### src/rtl/rram_ctrl_wv.sv
// RRAM word controller: read and write-verify sequencing with bounded re-program retries.
// Strobes, enables and status are registered and line up with the FSM state they belong to.
module rram_ctrl_wv #(
  parameter int unsigned B_SIZE    = 4,
  parameter int unsigned X_SIZE    = 3,
  parameter int unsigned Y_SIZE    = 5,
  parameter int unsigned PRE_CYC   = 2,
  parameter int unsigned DVLP_CYC  = 2,
  parameter int unsigned SA_CYC    = 1,
  parameter int unsigned WR_CYC    = 4,
  parameter int unsigned MAX_RETRY = 3
) (
  input  logic                     clk,
  input  logic                     reset,
  input  logic                     EN,
  input  logic                     RW,
  input  logic [X_SIZE-1:0]        X_ADDRESS_IN,
  input  logic [Y_SIZE-1:0]        Y_ADDRESS_IN,
  input  logic [B_SIZE-1:0]        DIN,
  input  logic [B_SIZE-1:0]        SA_OUT,
  output logic [(1<<X_SIZE):0]     P_EN,
  output logic [(1<<X_SIZE):0]     P_NOT_EN,
  output logic [(1<<X_SIZE)-1:0]   N_EN,
  output logic [(1<<X_SIZE)-1:0]   N_NOT_EN,
  output logic [(1<<Y_SIZE)-1:0]   SEL,
  output logic                     READ,
  output logic                     WRITE,
  output logic                     WRITE_2,
  output logic                     NOT_WRITE,
  output logic                     NOT_WRITE_2,
  output logic                     PRE,
  output logic                     DVLP,
  output logic                     EN_SA,
  output logic [B_SIZE-1:0]        WMASK,
  output logic [B_SIZE-1:0]        DOUT,
  output logic                     BUSY,
  output logic                     DONE,
  output logic                     FAIL
);

  localparam int unsigned NX      = 1 << X_SIZE;
  localparam int unsigned NY      = 1 << Y_SIZE;
  localparam int unsigned MAX_AB  = (PRE_CYC > DVLP_CYC) ? PRE_CYC : DVLP_CYC;
  localparam int unsigned MAX_CD  = (SA_CYC > WR_CYC) ? SA_CYC : WR_CYC;
  localparam int unsigned MAX_CYC = (MAX_AB > MAX_CD) ? MAX_AB : MAX_CD;
  localparam int unsigned CNT_W   = $clog2(MAX_CYC + 1);
  localparam int unsigned RTY_W   = (MAX_RETRY > 0) ? $clog2(MAX_RETRY + 1) : 1;

  typedef enum logic [2:0] {
    S_IDLE, S_WRITE, S_PRE, S_DVLP, S_SENSE, S_DONE
  } state_t;

  state_t              state_q, state_d;
  logic [CNT_W-1:0]    cnt_q, cnt_d, cnt_last;
  logic [RTY_W-1:0]    retry_q, retry_d;
  logic [X_SIZE-1:0]   x_q, x_d;
  logic [Y_SIZE-1:0]   y_q, y_d;
  logic                rw_q, rw_d;
  logic [B_SIZE-1:0]   din_q, din_d;
  logic [B_SIZE-1:0]   mask_q, mask_d;
  logic [B_SIZE-1:0]   dout_d, wmask_d;
  logic                fail_d, busy_d, done_d;
  logic                write_d, pre_d, dvlp_d, ensa_d, read_d;
  logic [NX:0]         p_en_d;
  logic [NX-1:0]       n_en_d, x_oh;
  logic [NY-1:0]       sel_d;
  logic                phase_end;

  // Terminal count of the shared phase counter for the current phase
  always_comb begin
    cnt_last = '0;
    case (state_q)
      S_WRITE: cnt_last = CNT_W'(WR_CYC - 1);
      S_PRE:   cnt_last = CNT_W'(PRE_CYC - 1);
      S_DVLP:  cnt_last = CNT_W'(DVLP_CYC - 1);
      S_SENSE: cnt_last = CNT_W'(SA_CYC - 1);
      default: cnt_last = '0;
    endcase
  end

  assign phase_end = (cnt_q == cnt_last);

  // Next state, captured request and registered-output next values
  always_comb begin
    state_d = state_q;
    cnt_d   = cnt_q + CNT_W'(1);
    retry_d = retry_q;
    x_d     = x_q;
    y_d     = y_q;
    rw_d    = rw_q;
    din_d   = din_q;
    mask_d  = mask_q;
    fail_d  = FAIL;
    dout_d  = DOUT;

    case (state_q)
      S_IDLE: begin
        cnt_d = '0;
        if (EN) begin
          x_d     = X_ADDRESS_IN;
          y_d     = Y_ADDRESS_IN;
          rw_d    = RW;
          din_d   = DIN;
          mask_d  = DIN;
          retry_d = '0;
          fail_d  = 1'b0;
          state_d = RW ? S_WRITE : S_PRE;
        end
      end
      S_WRITE: if (phase_end) begin state_d = S_PRE;   cnt_d = '0; end
      S_PRE:   if (phase_end) begin state_d = S_DVLP;  cnt_d = '0; end
      S_DVLP:  if (phase_end) begin state_d = S_SENSE; cnt_d = '0; end
      S_SENSE: begin
        if (phase_end) begin
          cnt_d  = '0;
          dout_d = SA_OUT;
          if (!rw_q || (SA_OUT == din_q)) begin
            state_d = S_DONE;
          end else if (retry_q == RTY_W'(MAX_RETRY)) begin
            state_d = S_DONE;
            fail_d  = 1'b1;
          end else begin
            // Re-program only the set bits that did not verify
            state_d = S_WRITE;
            retry_d = retry_q + RTY_W'(1);
            mask_d  = din_q & (SA_OUT ^ din_q);
          end
        end
      end
      S_DONE: begin
        state_d = S_IDLE;
        cnt_d   = '0;
      end
      default: begin
        state_d = S_IDLE;
        cnt_d   = '0;
      end
    endcase

    x_oh    = NX'(1) << x_d;
    write_d = (state_d == S_WRITE);
    pre_d   = (state_d == S_PRE);
    dvlp_d  = (state_d == S_DVLP);
    ensa_d  = (state_d == S_SENSE);
    read_d  = pre_d || dvlp_d || ensa_d;
    busy_d  = (state_d != S_IDLE);
    done_d  = (state_d == S_DONE);
    sel_d   = (write_d || read_d) ? (NY'(1) << y_d) : '0;
    p_en_d  = read_d ? {1'b1, x_oh} : '0;
    n_en_d  = write_d ? x_oh : '0;
    wmask_d = write_d ? mask_d : '0;
  end

  always_ff @(posedge clk) begin
    if (reset) begin
      state_q     <= S_IDLE;
      cnt_q       <= '0;
      retry_q     <= '0;
      x_q         <= '0;
      y_q         <= '0;
      rw_q        <= 1'b0;
      din_q       <= '0;
      mask_q      <= '0;
      P_EN        <= '0;
      P_NOT_EN    <= '1;
      N_EN        <= '0;
      N_NOT_EN    <= '1;
      SEL         <= '0;
      READ        <= 1'b0;
      WRITE       <= 1'b0;
      WRITE_2     <= 1'b0;
      NOT_WRITE   <= 1'b1;
      NOT_WRITE_2 <= 1'b1;
      PRE         <= 1'b0;
      DVLP        <= 1'b0;
      EN_SA       <= 1'b0;
      WMASK       <= '0;
      DOUT        <= '0;
      BUSY        <= 1'b0;
      DONE        <= 1'b0;
      FAIL        <= 1'b0;
    end else begin
      state_q     <= state_d;
      cnt_q       <= cnt_d;
      retry_q     <= retry_d;
      x_q         <= x_d;
      y_q         <= y_d;
      rw_q        <= rw_d;
      din_q       <= din_d;
      mask_q      <= mask_d;
      P_EN        <= p_en_d;
      P_NOT_EN    <= ~p_en_d;
      N_EN        <= n_en_d;
      N_NOT_EN    <= ~n_en_d;
      SEL         <= sel_d;
      READ        <= read_d;
      WRITE       <= write_d;
      WRITE_2     <= write_d;
      NOT_WRITE   <= ~write_d;
      NOT_WRITE_2 <= ~write_d;
      PRE         <= pre_d;
      DVLP        <= dvlp_d;
      EN_SA       <= ensa_d;
      WMASK       <= wmask_d;
      DOUT        <= dout_d;
      BUSY        <= busy_d;
      DONE        <= done_d;
      FAIL        <= fail_d;
    end
  end

endmodule

### config.mk
export PLATFORM = sky130hd
export DESIGN_NAME = rram_ctrl_wv
export DESIGN_NICKNAME = d
export VERILOG_FILES = /design/src/rtl/rram_ctrl_wv.sv
export SDC_FILE = /design/constraint.sdc
export NUM_CORES = 1
export LEC_CHECK = 0
export ABC_AREA = 1
export CAP_MARGIN = 20
export CORE_UTILIZATION = 51
export CTS_BUF_LIST = sky130_fd_sc_hd__clkbuf_4
export DETAILED_ROUTE_END_ITERATION = 10
export PLACE_DENSITY = 0.84
export SLEW_MARGIN = 20
export SYNTH_ARGS = -nofsm -noshare
export SYNTH_HDL_FRONTEND = slang
export SYNTH_SLANG_ARGS = --single-unit
### constraint.sdc
create_clock -name clk -period 4.71 [get_ports clk]
set_input_delay 0.471 -clock clk [delete_from_list [all_inputs] [get_ports clk]]
set_output_delay 0.471 -clock clk [all_outputs]
set_load 0.02 [all_outputs]
==> out/results.ini, run 1 <==
[timing]
tightest_slew_ns=0.974
totalNegativeSetupSlack_ns=0
finalHoldViolCount=0
timing.final.crit_share_pct=49.9
maxClockFrequency_ghz=0.426
worst_case_clock_skew_ns=0.0196
setup_violating_endpoint_count_in_the_final_report=0
slew_violations=0
setup_slack_ns=2.36
worst_slew_margin_rel_pct=34.9
setup_repair_after_global_routing_missed_its_margin=false
min_period_ns=2.35

[layout]
layout.nets=551
num_antenna_cells=0
mostFrequentLayoutCells=107 x sky130_fd_sc_hd__dfxtp_1, 104 x sky130_fd_sc_hd__clkdlybuf4s50_1, 76 x sky130_fd_sc_hd__nor2_1, 62 x sky130_fd_sc_hd__nand2_1, 45 x sky130_fd_sc_hd__inv_1
postLayoutCellArea_um2=4960
final_common_cell=sky130_fd_sc_hd__dfxtp_1
finalCoreUtilization_pct=71.4
final_layout_size_suffix_gt1_share_pct=11.3
area_growth_syn_to_layout_pct=32.3

[cts]
cts-hold-fix-buffers=0
ctsHtreeMaxLevel=3
cts_inserted_buffers=9
cts_repair_resize_count=0
root_buffer_master=sky130_fd_sc_hd__clkbuf_4
clkLatencyLatePin_ns=0.47
postCtsSetupRepairBufs=0
cts.sink_count=107
clk_pin_slew_worst_paths_ns=0.16
clock_tree_from_tritoncts=yes
ctsLongestPathBuffers=2

[power_and_ir_drop]
leakage_nw=2.12
finalPower_mw=1.90
irDropWorstVdd_mv=0.192
power_density_nw_per_um2=383

[setup_path]
max_stage_delay_ns=1.11
critical-path-slowest-cell=sky130_fd_sc_hd__clkdlybuf4s50_1
crit_path_max_fanout=28
crit_path_end_kind=flip-flop
criticalPathCategory=input port to flip-flop
cp_data_arrival_time_ns=2.71
timing.critical_path.required_ns=5.07
critical_path.cell_chain=clkdlybuf4s50_1 > clkinv_1 > nand3_4 > nor2_1
cp-start-kind=input port

[global_routing]
grt_max_degree=29
overflow=0
grt_total_usage_pct=21.5
grt_antenna_before_repair=0
grt_first_pass_wirelength_um=12500
first_global_vias=2759

[logic_synthesis]
yosys.area_share.simple_pct=24.2
syn-mean-instance-area_um2=8.92
synthesis.area_um2=3750
post_synth_mux_area_share_pct=0
ys_warn_count=0
post_synthesis_net_count=446
synth-async-reset-ratio_pct=0
synth_fa_ha_area_share_pct=2.00
synth_compound_area_share_pct=8.25
synth_seq_area_share_pct=57.2
flip_flop_and_latch_count_after_synthesis=107
combinational_family_with_the_most_area_after_synthesis=simple AND/OR/NAND/NOR gates
synth_edf_count=0
synth.distinct_cells=36
postSynth.topFlopCell=sky130_fd_sc_hd__dfxtp_1
synthesis.instances=420
synth_xor_xnor_area_share_pct=0.234

[placement]
detailedPlacementHpwl_um=5960
place_ws_ns=1.88
detailed_place.area_um2=4830
io_buffer_count=104
routabilityCongestion=0.844

[detailed_routing]
postRouteWirelength_um=7730
vias_per_cell=4.74
dr.pass1.iters=4
drt-initial-drc-count=150
wl_per_cell_um=12.3
wl_met2_um=3640
highest-signal-layer=met4
overall_via_count_from_detail_route=2968
wl_met3_um=426
drt-met1-wl_um=3510
detail_route.drc_violations=0
drtAntennaViolNets=0

[die]
fp.coreArea_um2=6940
floorplan.initialDensity_pct=53.9
dieHeight_um=87.7
die_area_um2=7690
top_level_ports=105
chipWidth_um=87.7
site_row_count=30

[outcome]
outcome=completed

[worst_hold_path]
min-delay-path-class=flip-flop to flip-flop

[run]
drv_cap=0

==> report_power, final <==
part	switching, mW	internal [mW]
combinational	0.311	0.174
sequential	0.0256	0.964
clock	0.306	0.118
total	0.642	1.26
==> sequential cells by signal (all words and copies together), names as in the netlist, 2 cells and up <==
signal    cells
x_q           3
WMASK         4
cnt_q         3
P_EN          9
state_q       3
din_q         4
retry_q       2
N_EN          8
DOUT          4
SEL          32
y_q           5
N_NOT_EN      8
mask_q        4
P_NOT_EN      9
==> cell families (layout without fill, tap and decap cells) <==
group | count (synthesis) | in the layout
simple gates | 185 | 185
flops | 107 | 107
buf+inv | 69 | 179
compound gates | 52 | 52
fa+ha+maj | 6 | 6
xor+xnor | 1 | 1
==> cells in the mapped netlist, types with 4 or more instances <==
cell	instances	area share, %
sky130_fd_sc_hd__dfxtp_1	107	57
sky130_fd_sc_hd__or2_1	5	0.84
sky130_fd_sc_hd__nand2_1	62	6.2
sky130_fd_sc_hd__nand3_4	4	1.9
sky130_fd_sc_hd__nand3_1	8	1.1
sky130_fd_sc_hd__nor2_1	76	7.6
sky130_fd_sc_hd__ha_1	6	2.0
sky130_fd_sc_hd__nor2_2	5	0.84
sky130_fd_sc_hd__nand4_1	4	0.67
sky130_fd_sc_hd__buf_6	4	1.2
sky130_fd_sc_hd__a21oi_1	19	2.5
sky130_fd_sc_hd__inv_1	45	4.5
sky130_fd_sc_hd__o21ai_2	7	1.6
sky130_fd_sc_hd__nor3_1	5	0.67
sky130_fd_sc_hd__o21ai_0	19	2.5
sky130_fd_sc_hd__inv_2	12	1.2
==> layout make-up <==
type | instances | area [um^2]
Sequential cell | 107 | 2140
Fill cell | 532 | 1990
Multi-Input combinational cell | 244 | 1300
Timing Repair Buffer | 104 | 1040
Inverter | 59 | 224
Tap cell | 96 | 120
Clock buffer | 9 | 67.6
Clock inverter | 7 | 61.3
==> layer usage <==
metal,vias to the layer above,track usage (%)
met5,-,0
met4,0,8.35
met3,14,5.84
met2,103,35.6
met1,1344,26.7
li1,1507,-
==> critical path, delay by kind of cell <==
family                 cells  cell delay [ns]
buffers and inverters      2             1.75
AND/OR/NAND/NOR            2             0.48
==> path summary, 6_finish.rpt <==
| check | from | end | slack, ns | cells past startpoint |
|---|---|---|---|---|
| setup / recovery | reset | SEL[25] | 2.36 | 4 |
| hold / removal | rw_q | rw_q | 0.47 | 2 |
| setup reg to reg | state_q[0] | SEL[31] | 2.45 | 10 |
| hold reg to reg | rw_q | rw_q | 0.47 | 2 |
==> metrics by stage <==
stage               hold slack [ns]  std cells
floorplan                     0.436        420
global placement              0.450        610
detailed placement            0.450        610
CTS                           0.474        626
global route                  0.510        626
finish                        0.473        626
Power figures use the tool's default switching activity.
==> run 2: changes to the inputs <==
--- a/config.mk
+++ b/config.mk
@@ -7,10 +7,10 @@
 export LEC_CHECK = 0
 export ABC_AREA = 1
 export CAP_MARGIN = 20
-export CORE_UTILIZATION = 51
+export CORE_UTILIZATION = 49
 export CTS_BUF_LIST = sky130_fd_sc_hd__clkbuf_4
 export DETAILED_ROUTE_END_ITERATION = 10
-export PLACE_DENSITY = 0.84
+export PLACE_DENSITY = 0.82
 export SLEW_MARGIN = 20
 export SYNTH_ARGS = -nofsm -noshare
 export SYNTH_HDL_FRONTEND = slang
==> constraint.sdc (replaced) <==
create_clock -name clk -period 2.2 [get_ports clk]
set_input_delay 0.22 -clock clk [delete_from_list [all_inputs] [get_ports clk]]
set_output_delay 0.22 -clock clk [all_outputs]
set_load 0.02 [all_outputs]
==> run 2 against run 1 <==
  * Non-clock buffer count rose by 15
  * Clock skew fell by 0.0083 ns
  * Die area rose by 4.0%
  * Total power rose by 120%
  * Combinational power rose by 130%
  * First-iteration DRC count fell by 59%
  * Global-route usage fell by 0.76 points
==> out/results.ini, run 2 (same netlist as run 1, synthesis figures left out) <==
[setup_path]
cp_data_arrival_time_ns=2.39
crit_path_max_fanout=16
max_stage_delay_ns=0.47
timing.critical_path.required_ns=2.60
crit_path_end_kind=flip-flop
critical-path-slowest-cell=sky130_fd_sc_hd__dfxtp_1
critical_path.cell_chain=inv_2 > nand2_4 > nor2_1 > inv_2 > nor2_4 > buf_4 > or2_2 > o21ai_1 > buf_4 > nand3_4 > nor2_1
cp-start-kind=flip-flop
criticalPathCategory=flip-flop to flip-flop

[detailed_routing]
postRouteWirelength_um=7860
highest-signal-layer=met4
drt-met1-wl_um=3630
overall_via_count_from_detail_route=3041
dr.pass1.iters=4
detail_route.drc_violations=0
vias_per_cell=4.72
drtAntennaViolNets=0
drt-initial-drc-count=62
wl_met3_um=406
wl_per_cell_um=12.2
wl_met2_um=3710

[global_routing]
grt_first_pass_wirelength_um=12400
grt_total_usage_pct=20.7
overflow=0
grt_antenna_before_repair=0
grt_max_degree=28
first_global_vias=2791

[placement]
place_ws_ns=-0.113
detailedPlacementHpwl_um=5990
io_buffer_count=104
routabilityCongestion=0.848
detailed_place.area_um2=4940

[power_and_ir_drop]
share_clk_of_total_power_pct=21.8
power_switching_share_pct=33.3
power_frac_comb_pct=27.3
power_density_nw_per_um2=815
leakage_nw=2.20
cell_internal_pwr_mw=2.77
irDropWorstVdd_mv=0.380
sequentialPowerShare_pct=50.9
net_switching_mw=1.38

[cts]
cts-hold-fix-buffers=0
cts_inserted_buffers=9
root_buffer_master=sky130_fd_sc_hd__clkbuf_4
cts.sink_count=107
clkLatencyLatePin_ns=0.46
clk_pin_slew_worst_paths_ns=0.16
ctsLongestPathBuffers=2
ctsHtreeMaxLevel=3
clock_tree_from_tritoncts=yes

[timing]
setup_violating_endpoint_count_in_the_final_report=0
setup_slack_ns=0.206
timing.final.crit_share_pct=90.6
maxClockFrequency_ghz=0.502
whs_ns=0.346
setup_repair_after_global_routing_missed_its_margin=false
tightest_slew_ns=0.459
worst_case_clock_skew_ns=0.0113
worst_slew_margin_rel_pct=69.2
slew_violations=0
min_period_ns=1.99
finalHoldViolCount=0

[layout]
final.fill_count=563
final_layout_size_suffix_gt1_share_pct=14.1
layout_top_registers=SEL x32, P_EN x9, P_NOT_EN x9
mostFrequentLayoutCells=107 x sky130_fd_sc_hd__dfxtp_1, 104 x sky130_fd_sc_hd__clkdlybuf4s50_1, 76 x sky130_fd_sc_hd__nor2_1, 62 x sky130_fd_sc_hd__nand2_1, 45 x sky130_fd_sc_hd__inv_1
largest_register=SEL
postLayoutCellArea_um2=5100
final_common_cell=sky130_fd_sc_hd__dfxtp_1
layout.nets=566
number_of_flip_flops_in_the_largest_register=32
num_antenna_cells=0
area_growth_syn_to_layout_pct=36.2

[die]
chipWidth_um=89.4
site_row_count=31
fp.coreArea_um2=7330
dieHeight_um=89.4
floorplan.initialDensity_pct=51.1
die_area_um2=8000
top_level_ports=105

[worst_hold_path]
min-delay-path-class=input port to flip-flop

[run]
drv_cap=0

[outcome]
outcome=completed

run 2: power groups by stage:
stage	combinational, mW	sequential [mW]	clock, mW
2_1_floorplan	0.657	2.24	0
3_3_place_gp	1.07	2.16	0
3_5_place_dp	1.10	2.16	0
4_1_cts	1.11	2.12	0.916
5_1_grt	1.26	2.13	0.990
6_report	1.13	2.12	0.906
run 2: critical path: cells and delay by family, from the launching register on:
family	cells	cell delay [ns]
compound gates	1	0.13
simple gates	6	0.85
buf+inv	4	0.48
flops	1	0.47
run 2: path summary, 6_finish.rpt:
kind | startpoint | end | slack (ns) | depth (start not counted)
worst max register to register | state_q[0] | SEL[12] | 0.21 | 11
worst min-delay path | SA_OUT[0] | DOUT[0] | 0.35 | 3
worst min register to register | rw_q | rw_q | 0.48 | 2
worst max-delay path | state_q[0] | SEL[12] | 0.21 | 11
run 2: cell type report:
cell class	instances	area [um^2]	area share (%)
multi-input cells	244	1310	25.7
repair buffers	119	1180	23.1
flip-flops and latches	107	2140	42.0
clock buffers	10	75.1	1.47
inverters	59	224	4.39
clock inverters	6	48.8	0.956
well taps	99	124	2.43
run 2: through the flow:
step                std cells  power [mW]  TNS [ns]  utilization [%]
finish                    644        4.16         0             69.6
detailed placement        626        3.27     -3.11             67.4
CTS                       642        4.15         0             69.1
global placement          626        3.23         0             67.4
floorplan                 420        2.89         0                -
global route              644        4.38         0             69.6
run 2: what timing repair did:
| action | in CTS | in global routing |
|---|---|---|
| resized for setup | 0 | 2 |
| setup buffers | 0 | 2 |
| setup endpoints to repair | 0 | 26 |
run 2: per-layer routing:
metal  global-route usage [%]  up-vias
met1                     25.8     1389
met5                        0        -
li1                         -     1544
met3                     4.99       12
met2                     35.1       96
met4                     7.36        0
